$ cat config.mk
export PLATFORM = sky130hd
export DESIGN_NAME = pipe_reg_chain
export DESIGN_NICKNAME = d
export VERILOG_FILES = /design/src/rtl/pipeline_pkg.sv /design/src/rtl/pipe_reg_chain_stage.sv /design/src/rtl/pipe_reg_chain.sv
export SDC_FILE = /design/constraint.sdc
export NUM_CORES = 1
export LEC_CHECK = 0
export CORE_ASPECT_RATIO = 1.75
export CORE_MARGIN = 2
export CORE_UTILIZATION = 27
export DETAILED_ROUTE_END_ITERATION = 6
export PLACE_DENSITY = 0.53
export SLEW_MARGIN = 40
export SYNTH_ARGS = -nofsm -noshare
export SYNTH_HDL_FRONTEND = slang
export SYNTH_HIERARCHICAL = 1
export SYNTH_SLANG_ARGS = --single-unit
$ cat constraint.sdc
create_clock -name Clk -period 3.55 [get_ports Clk]
set_input_delay 0.355 -clock Clk [delete_from_list [all_inputs] [get_ports Clk]]
set_output_delay 0.355 -clock Clk [all_outputs]
set_load 0.01 [all_outputs]
$ cat src/rtl/pipeline_pkg.sv
// ---------------------------------------------------------------------------
// pipeline_pkg
// Shared constants for the five-stage pipeline registers.
//   - Default payload widths for the IF/ID, ID/EX, EX/MEM and MEM/WB registers.
//   - MEM/WB field offsets and widths, plus a packed struct view of that payload.
//   - Stage operation codes used by pipe_reg_chain to drive every pipe_stage.
//   - Small helpers to pack and unpack a MEM/WB payload.
// ---------------------------------------------------------------------------
package pipeline_pkg;

    // Default payload widths for each inter-stage register.
    // IF/ID  : PC+4 (32) + instruction (32)
    // ID/EX  : control (9) + PC+4 (32) + rs data (32) + rt data (32)
    //          + sign-extended immediate (32) + rt (5) + rd (5)
    // EX/MEM : control (5) + branch target (32) + zero flag (1)
    //          + ALU result (32) + rt data (32) + write register (5)
    // MEM/WB : MemtoReg (1) + RegWrite (1) + memory read data (32)
    //          + ALU result (32) + write register (5)
    localparam int IF_ID_W  = 64;
    localparam int ID_EX_W  = 147;
    localparam int EX_MEM_W = 107;
    localparam int MEM_WB_W = 71;

    // MEM/WB field widths.
    localparam int MEM_WB_WRITEREG_W    = 5;
    localparam int MEM_WB_ALURESULT_W   = 32;
    localparam int MEM_WB_MEMREADDATA_W = 32;

    // MEM/WB field offsets (LSB position of each field).
    localparam int MEM_WB_WRITEREG_LSB    = 0;
    localparam int MEM_WB_ALURESULT_LSB   = MEM_WB_WRITEREG_LSB + MEM_WB_WRITEREG_W;
    localparam int MEM_WB_MEMREADDATA_LSB = MEM_WB_ALURESULT_LSB + MEM_WB_ALURESULT_W;
    localparam int MEM_WB_REGWRITE_BIT    = MEM_WB_MEMREADDATA_LSB + MEM_WB_MEMREADDATA_W;
    localparam int MEM_WB_MEMTOREG_BIT    = MEM_WB_REGWRITE_BIT + 1;

    // Struct view of the MEM/WB payload; member order matches the offsets above
    // (first member is the MSB).
    typedef struct packed {
        logic        memtoReg;
        logic        regWrite;
        logic [31:0] memReadData;
        logic [31:0] aluResult;
        logic [4:0]  writeReg;
    } mem_wb_t;

    // Stage operation selected once per cycle for the whole chain.
    // Flush outranks stall, stall outranks advance.
    localparam logic [1:0] STAGE_ADVANCE = 2'd0;
    localparam logic [1:0] STAGE_HOLD    = 2'd1;
    localparam logic [1:0] STAGE_FLUSH   = 2'd2;

    // Build a flat MEM/WB payload from its fields.
    function automatic logic [MEM_WB_W-1:0] pack_mem_wb(
        input logic        memtoReg,
        input logic        regWrite,
        input logic [31:0] memReadData,
        input logic [31:0] aluResult,
        input logic [4:0]  writeReg
    );
        mem_wb_t fields;
        fields.memtoReg    = memtoReg;
        fields.regWrite    = regWrite;
        fields.memReadData = memReadData;
        fields.aluResult   = aluResult;
        fields.writeReg    = writeReg;
        return fields;
    endfunction

    // Reinterpret a flat MEM/WB payload as its struct view.
    function automatic mem_wb_t unpack_mem_wb(input logic [MEM_WB_W-1:0] payload);
        return mem_wb_t'(payload);
    endfunction

endpackage

$ cat src/rtl/pipe_reg_chain_stage.sv
// ---------------------------------------------------------------------------
// pipe_stage
// One pipeline register: a valid bit plus a WIDTH-bit payload.
// Ports:
//   clk_i    rising-edge clock
//   rst_i    asynchronous active-high reset, clears valid and payload
//   op_i     STAGE_ADVANCE / STAGE_HOLD / STAGE_FLUSH (from pipeline_pkg)
//   valid_i  valid bit from the previous stage (or upstream)
//   data_i   payload from the previous stage (or upstream)
//   valid_o  registered valid bit
//   data_o   registered payload
// ZERO_BUBBLE selects whether a flush also clears the payload (1) or only
// the valid bit (0).
// ---------------------------------------------------------------------------
module pipe_stage
    import pipeline_pkg::*;
#(
    parameter int WIDTH       = 71,
    parameter int ZERO_BUBBLE = 1
) (
    input  logic             clk_i,
    input  logic             rst_i,
    input  logic [1:0]       op_i,
    input  logic             valid_i,
    input  logic [WIDTH-1:0] data_i,
    output logic             valid_o,
    output logic [WIDTH-1:0] data_o
);

    logic             valid_q;
    logic             valid_d;
    logic [WIDTH-1:0] data_q;
    logic [WIDTH-1:0] data_d;

    // Next-state selection. Holding is the default so that any unexpected
    // op code freezes the stage rather than corrupting it. A bubble on the
    // advance path still captures its payload as-is; only flush may zero it.
    always_comb begin
        valid_d = valid_q;
        data_d  = data_q;
        case (op_i)
            STAGE_ADVANCE: begin
                valid_d = valid_i;
                data_d  = data_i;
            end
            STAGE_FLUSH: begin
                valid_d = 1'b0;
                if (ZERO_BUBBLE != 0) begin
                    data_d = '0;
                end
            end
            default: begin
                valid_d = valid_q;
                data_d  = data_q;
            end
        endcase
    end

    // Stage registers with asynchronous reset.
    always_ff @(posedge clk_i or posedge rst_i) begin
        if (rst_i) begin
            valid_q <= 1'b0;
            data_q  <= '0;
        end else begin
            valid_q <= valid_d;
            data_q  <= data_d;
        end
    end

    assign valid_o = valid_q;
    assign data_o  = data_q;

endmodule

$ cat src/rtl/pipe_reg_chain.sv
// ---------------------------------------------------------------------------
// pipe_reg_chain
// A DEPTH-deep chain of pipeline registers with a common stall and flush,
// an occupancy count and a saturating stall-cycle counter.
// Ports:
//   Clk          rising-edge clock
//   Rst          asynchronous active-high reset
//   InValid      upstream stage holds a real instruction
//   InData       upstream payload (WIDTH bits)
//   Stall        freeze the whole chain this cycle (input is dropped)
//   Flush        invalidate every stage this cycle (wins over Stall)
//   OutValid     last stage holds a real instruction
//   OutData      raw last-stage payload, qualify with OutValid
//   Occupancy    number of valid stages, 0..DEPTH
//   StallCycles  saturating count of cycles with Stall=1 and Flush=0
// All outputs come straight from flops; nothing passes combinationally from
// an input to an output. With DEPTH=1, ZERO_BUBBLE=0 and WIDTH=71 this is the
// MEM/WB register.
// ---------------------------------------------------------------------------
module pipe_reg_chain
    import pipeline_pkg::*;
#(
    parameter int WIDTH       = MEM_WB_W,
    parameter int DEPTH       = 1,
    parameter int ZERO_BUBBLE = 1,
    parameter int CNT_W       = 16
) (
    input  logic                       Clk,
    input  logic                       Rst,
    input  logic                       InValid,
    input  logic [WIDTH-1:0]           InData,
    input  logic                       Stall,
    input  logic                       Flush,
    output logic                       OutValid,
    output logic [WIDTH-1:0]           OutData,
    output logic [$clog2(DEPTH+1)-1:0] Occupancy,
    output logic [CNT_W-1:0]           StallCycles
);

    localparam int OCC_W = $clog2(DEPTH + 1);

    logic [1:0]             stageOp;
    logic [DEPTH-1:0]       stageValidIn;
    logic [DEPTH*WIDTH-1:0] stageDataIn;
    logic [DEPTH-1:0]       stageValid;
    logic [DEPTH*WIDTH-1:0] stageData;

    logic [DEPTH-1:0]       nextValid;
    logic [OCC_W-1:0]       occ_q;
    logic [OCC_W-1:0]       occ_d;
    logic [CNT_W-1:0]       stallCnt_q;
    logic [CNT_W-1:0]       stallCnt_d;

    // One operation for the whole chain, resolved in priority order
    // flush > stall > advance. Reset is handled by the flops themselves.
    always_comb begin
        stageOp = STAGE_ADVANCE;
        if (Flush) begin
            stageOp = STAGE_FLUSH;
        end else if (Stall) begin
            stageOp = STAGE_HOLD;
        end
    end

    // Stage 0 is fed from the upstream inputs, every later stage from its
    // predecessor. The k==0 split keeps the k-1 index out of stage 0.
    for (genvar k = 0; k < DEPTH; k++) begin : g_stage
        if (k == 0) begin : g_head
            assign stageValidIn[k]                = InValid;
            assign stageDataIn[k*WIDTH +: WIDTH]  = InData;
        end else begin : g_body
            assign stageValidIn[k]                = stageValid[k-1];
            assign stageDataIn[k*WIDTH +: WIDTH]  = stageData[(k-1)*WIDTH +: WIDTH];
        end

        pipe_stage #(
            .WIDTH       (WIDTH),
            .ZERO_BUBBLE (ZERO_BUBBLE)
        ) u_stage (
            .clk_i   (Clk),
            .rst_i   (Rst),
            .op_i    (stageOp),
            .valid_i (stageValidIn[k]),
            .data_i  (stageDataIn[k*WIDTH +: WIDTH]),
            .valid_o (stageValid[k]),
            .data_o  (stageData[k*WIDTH +: WIDTH])
        );
    end

    // Occupancy is kept in its own register, loaded with the popcount of the
    // valid bits the stages are about to take, so the output is a flop and
    // always equals the popcount of the stage valid flops.
    always_comb begin
        nextValid = stageValid;
        case (stageOp)
            STAGE_ADVANCE: nextValid = stageValidIn;
            STAGE_FLUSH:   nextValid = '0;
            default:       nextValid = stageValid;
        endcase
        occ_d = '0;
        for (int k = 0; k < DEPTH; k++) begin
            occ_d = occ_d + OCC_W'(nextValid[k]);
        end
    end

    // Stall counter counts only true stalls (a flush on the same edge wins)
    // and sticks at all-ones instead of wrapping.
    always_comb begin
        stallCnt_d = stallCnt_q;
        if ((stageOp == STAGE_HOLD) && (stallCnt_q != {CNT_W{1'b1}})) begin
            stallCnt_d = stallCnt_q + CNT_W'(1);
        end
    end

    // Bookkeeping registers; the counter clears only on reset.
    always_ff @(posedge Clk or posedge Rst) begin
        if (Rst) begin
            occ_q      <= '0;
            stallCnt_q <= '0;
        end else begin
            occ_q      <= occ_d;
            stallCnt_q <= stallCnt_d;
        end
    end

    assign OutValid    = stageValid[DEPTH-1];
    assign OutData     = stageData[(DEPTH-1)*WIDTH +: WIDTH];
    assign Occupancy   = occ_q;
    assign StallCycles = stallCnt_q;

endmodule
==> summary.md <==
| Metric | Value |
|---|---|
| Beginning of the worst register-to-register path | StallCycles[0]$_DFFE_PP0P_ |
| Initial detailed-routing violation count | 86 |
| Number of clock sinks | 89 |
| Routed WL | approximately 10000 um |
| Post-Synthesis Net Count | 320 |
| YS warnings | 6 |
| Worst slack, placed | 0.9260 ns |
| Synth Area per Inst | 14.20 um2 |
| Layout-stage area growth over the synthesis result | 59.64% |
| Placed Instance Area | between 5000 and 6000 um2 |
| Share of flip-flops with an asynchronous set or reset after synthesis | 100.0% |
| Achievable frequency | 438.5 MHz |
| Predominant post-synthesis flop cell | dfrtp_1 |
| Critical path endpoint category | register |
| Cells after DPL | 563 |
| Tightest Pin Transition | 0.7426 ns |
| First-pass GRT wire length | 15370 um |
| Count of antenna diodes in the layout | 0 |
| Clock transition at the registers of the reported paths | 0.07 ns |
| R2R cell count | 5 |
| PwrDens | roughly 470 nW/um2 |
| RSZ-0062 raised after global routing | no |
| Part of the Yosys area used for sequential elements | 64.54% |
| Pins over their slew limit | 0 |
| Hold Path Class | in2async |
| Data required, critical path | 3.81 ns |
| Gate Count Post-Synth | 243 |
| Final routed DRC violation total | 0 |
| Core area | 12500 um2 |
| Top Ports | ~170 |
| TritonCTS clock tree | yes |
| Largest area contributor in the synthesized netlist | dfrtp_1 |
| Number of endpoints with negative hold slack in the final report | 0 |
| Overall routing resource usage | 14.76% |
| Leakage | 2.435 nW |
| Initial cell density of the core | between 20% and 30% |
| Category of the worst setup path launch point | input port |
| Total Die Area | 13740 um2 |
| Final Instance Count excl. Fillers | between 500 and 600 |
| EDFF count, synth | 0 |
| Site Rows | 54 |
| Accumulated negative setup slack | 0 ns |
| Core Util, Final | 44.07% |
| Most area-consuming cells after synthesis | dfrtp_1, a22o_1, buf_6 |
| CTS root buf | clkbuf_16 |
| Post-CTS repair timing setup buffer count | 0 |
| Maximum net fanout on the critical path | 37 |
| Clk Latency, worst-skew pair | 0.34 ns |
| Die Height | 153.6 um |
| Pin count of the biggest net entering global routing | 41 |
| Port Buf Inserts | 164 |
| Number of gates resized after CTS | 0 |
| Setup slack of the worst register-to-register path | 1.62 ns |
| Setup clock skew after layout | 0.009165 ns |
| Number of nets with antenna violations after detailed routing | 0 |
| Estimated wirelength of the detail-placed design | 7305 um |
| Crit Path Class | in2reg |
| Number of clock buffers inserted by TritonCTS | 9 |
| Final worst path period need | 2.281 ns |
| Final routed wire length divided by cell count | 17.24 um |
| Power, Total | about 2.6 mW |
| Count of cell types in the netlist | 33 |
| Share of post-route cells with drive strength above 1 | 7.056% |
| Die Wd | 89.46 um |
| Portion of synthesized cell area occupied by the leading cell type | 64.54% |
| IR Drop Worst-Case VDD | 0.1870 mV |
| Number of max-cap violations | 0 |
| Synthesized flop and latch total | 89 |
| Total non-filler cell area in the finished layout | 5509 um2 |
| Period utilization | 64.25% |
| Total vias in the final route | 2679 |
| GRT Residual Overflow | 0 |
| Net total in the final layout | 483 |
| Maximum root-to-sink buffer count | 2 |
| Setup ws final | 1.269 ns |
| Headroom to the max-slew limit | 50.44% |
| Number of levels the H-tree was split into | 3 |
| Via/cell ratio | 4.627 |
| Final setup violating endpoints | 0 |
| Initial antenna violation count | 0 |
| DRT Pass-1 Iters | 4 |
| Reg-to-reg critical path endpoint | StallCycles[1]$_DFFE_PP0P_ |
| CTS Hold Buffers Added | 0 |
| Synthesized cell area | around 3500 um2 |
| Endpoint arrival time on the critical path | about 2.5 ns |
| Vias in the first global route | 2861 |
| Result of the run | finished, final reports clean |
| Placer's final routability congestion estimate | 0.7835 |
| Smallest hold slack | between 0.4 and 0.5 ns |
[how the worst max path moves through the flow]
stage / startpoint / to / slack (ns) / depth (start not counted)
4_1_cts: Flush / StallCycles[11]$_DFFE_PP0P_ / 1.29 / 6
2_1_floorplan: Rst / g_stage[0].u_stage/data_o[0]$_DFFE_PP0P_ / 1.37 / 1
6_report: Flush / StallCycles[9]$_DFFE_PP0P_ / 1.27 / 6
3_5_place_dp: Flush / StallCycles[11]$_DFFE_PP0P_ / 0.93 / 6
3_3_place_gp: Flush / StallCycles[13]$_DFFE_PP0P_ / 0.99 / 6
5_1_grt: Flush / StallCycles[9]$_DFFE_PP0P_ / 1.15 / 6
[metal layers]
metal | routed length (um) | part of all wire, % | track usage, %
met5 | 0 | 0 | 0
met3 | 693 | 6.9 | 4.079
met1 | 3554 | 36 | 16.09
met2 | 5441 | 55 | 26.14
met4 | 293 | 2.9 | 5.899
[logic make-up after synthesis]
kind of cell	Yosys count	synth area share, %
flops	89	64.54
compound gates	79	19.51
simple gates	41	8.013
buf+inv	20	4.061
xor+xnor	11	2.792
mux	2	0.7250
fa+ha+maj	1	0.3625
[worst max-delay path, cell delays in order]
cell and delay [ns]:
clkdlybuf4s50_1 0.55, and2b_2 0.36, buf_4 0.40, nand4_2 0.27
nor4_1 0.41, xor2_1 0.18
[layout make-up]
cell class                      instances  area (um2)
Multi-Input combinational cell        134        1084
Inverter                                4       16.27
Timing Repair Buffer                  168        1697
Tap cell                              168       210.2
Fill cell                            1188        6990
Clock buffer                           12       246.5
Clock inverter                          4       28.78
Sequential cell                        89        2227
[cells in the mapped netlist, types with 2 or more instances]
cell / instances
a21oi_1: 3
a31oi_1: 3
inv_1: 4
dfrtp_1: 89
nand2_1: 5
buf_2: 7
xor2_1: 9
nand4_1: 4
a22o_1: 72
and4_1: 2
xnor2_1: 2
nor3_1: 3
nor4_1: 3
buf_6: 7
nor2_1: 10
nand3_1: 3
[layout by cell type (no fill, tap or decap), types with 2 or more instances in the layout]
cell type,instances
nand2_1,5
dfrtp_1,89
clkbuf_1,2
and4_1,2
xor2_1,9
nand4_1,4
buf_12,2
nand3_1,3
buf_4,2
clkinvlp_4,2
clkinv_2,2
clkbuf_16,9
xnor2_1,2
clkdlybuf4s50_1,164
nor4_1,3
a21oi_1,3
nor2_1,10
nor3_1,3
a22o_1,72
inv_1,3
a31oi_1,3
[power by group]
part / internal, mW / switching (mW) / leakage, nW
Clock: 0.494 / 0.395 / 0.129
Sequential: 1.11 / 0.0939 / 1.15
Combinational: 0.309 / 0.198 / 1.15
[flip-flops by register name, summed over array words and instances, names as in the netlist]
signal	count
Occupancy	1
g_stage.u_stage/data_o	71
StallCycles	16
g_stage.u_stage/valid_o	1
Note: power is estimated with default switching activity, not from simulation.
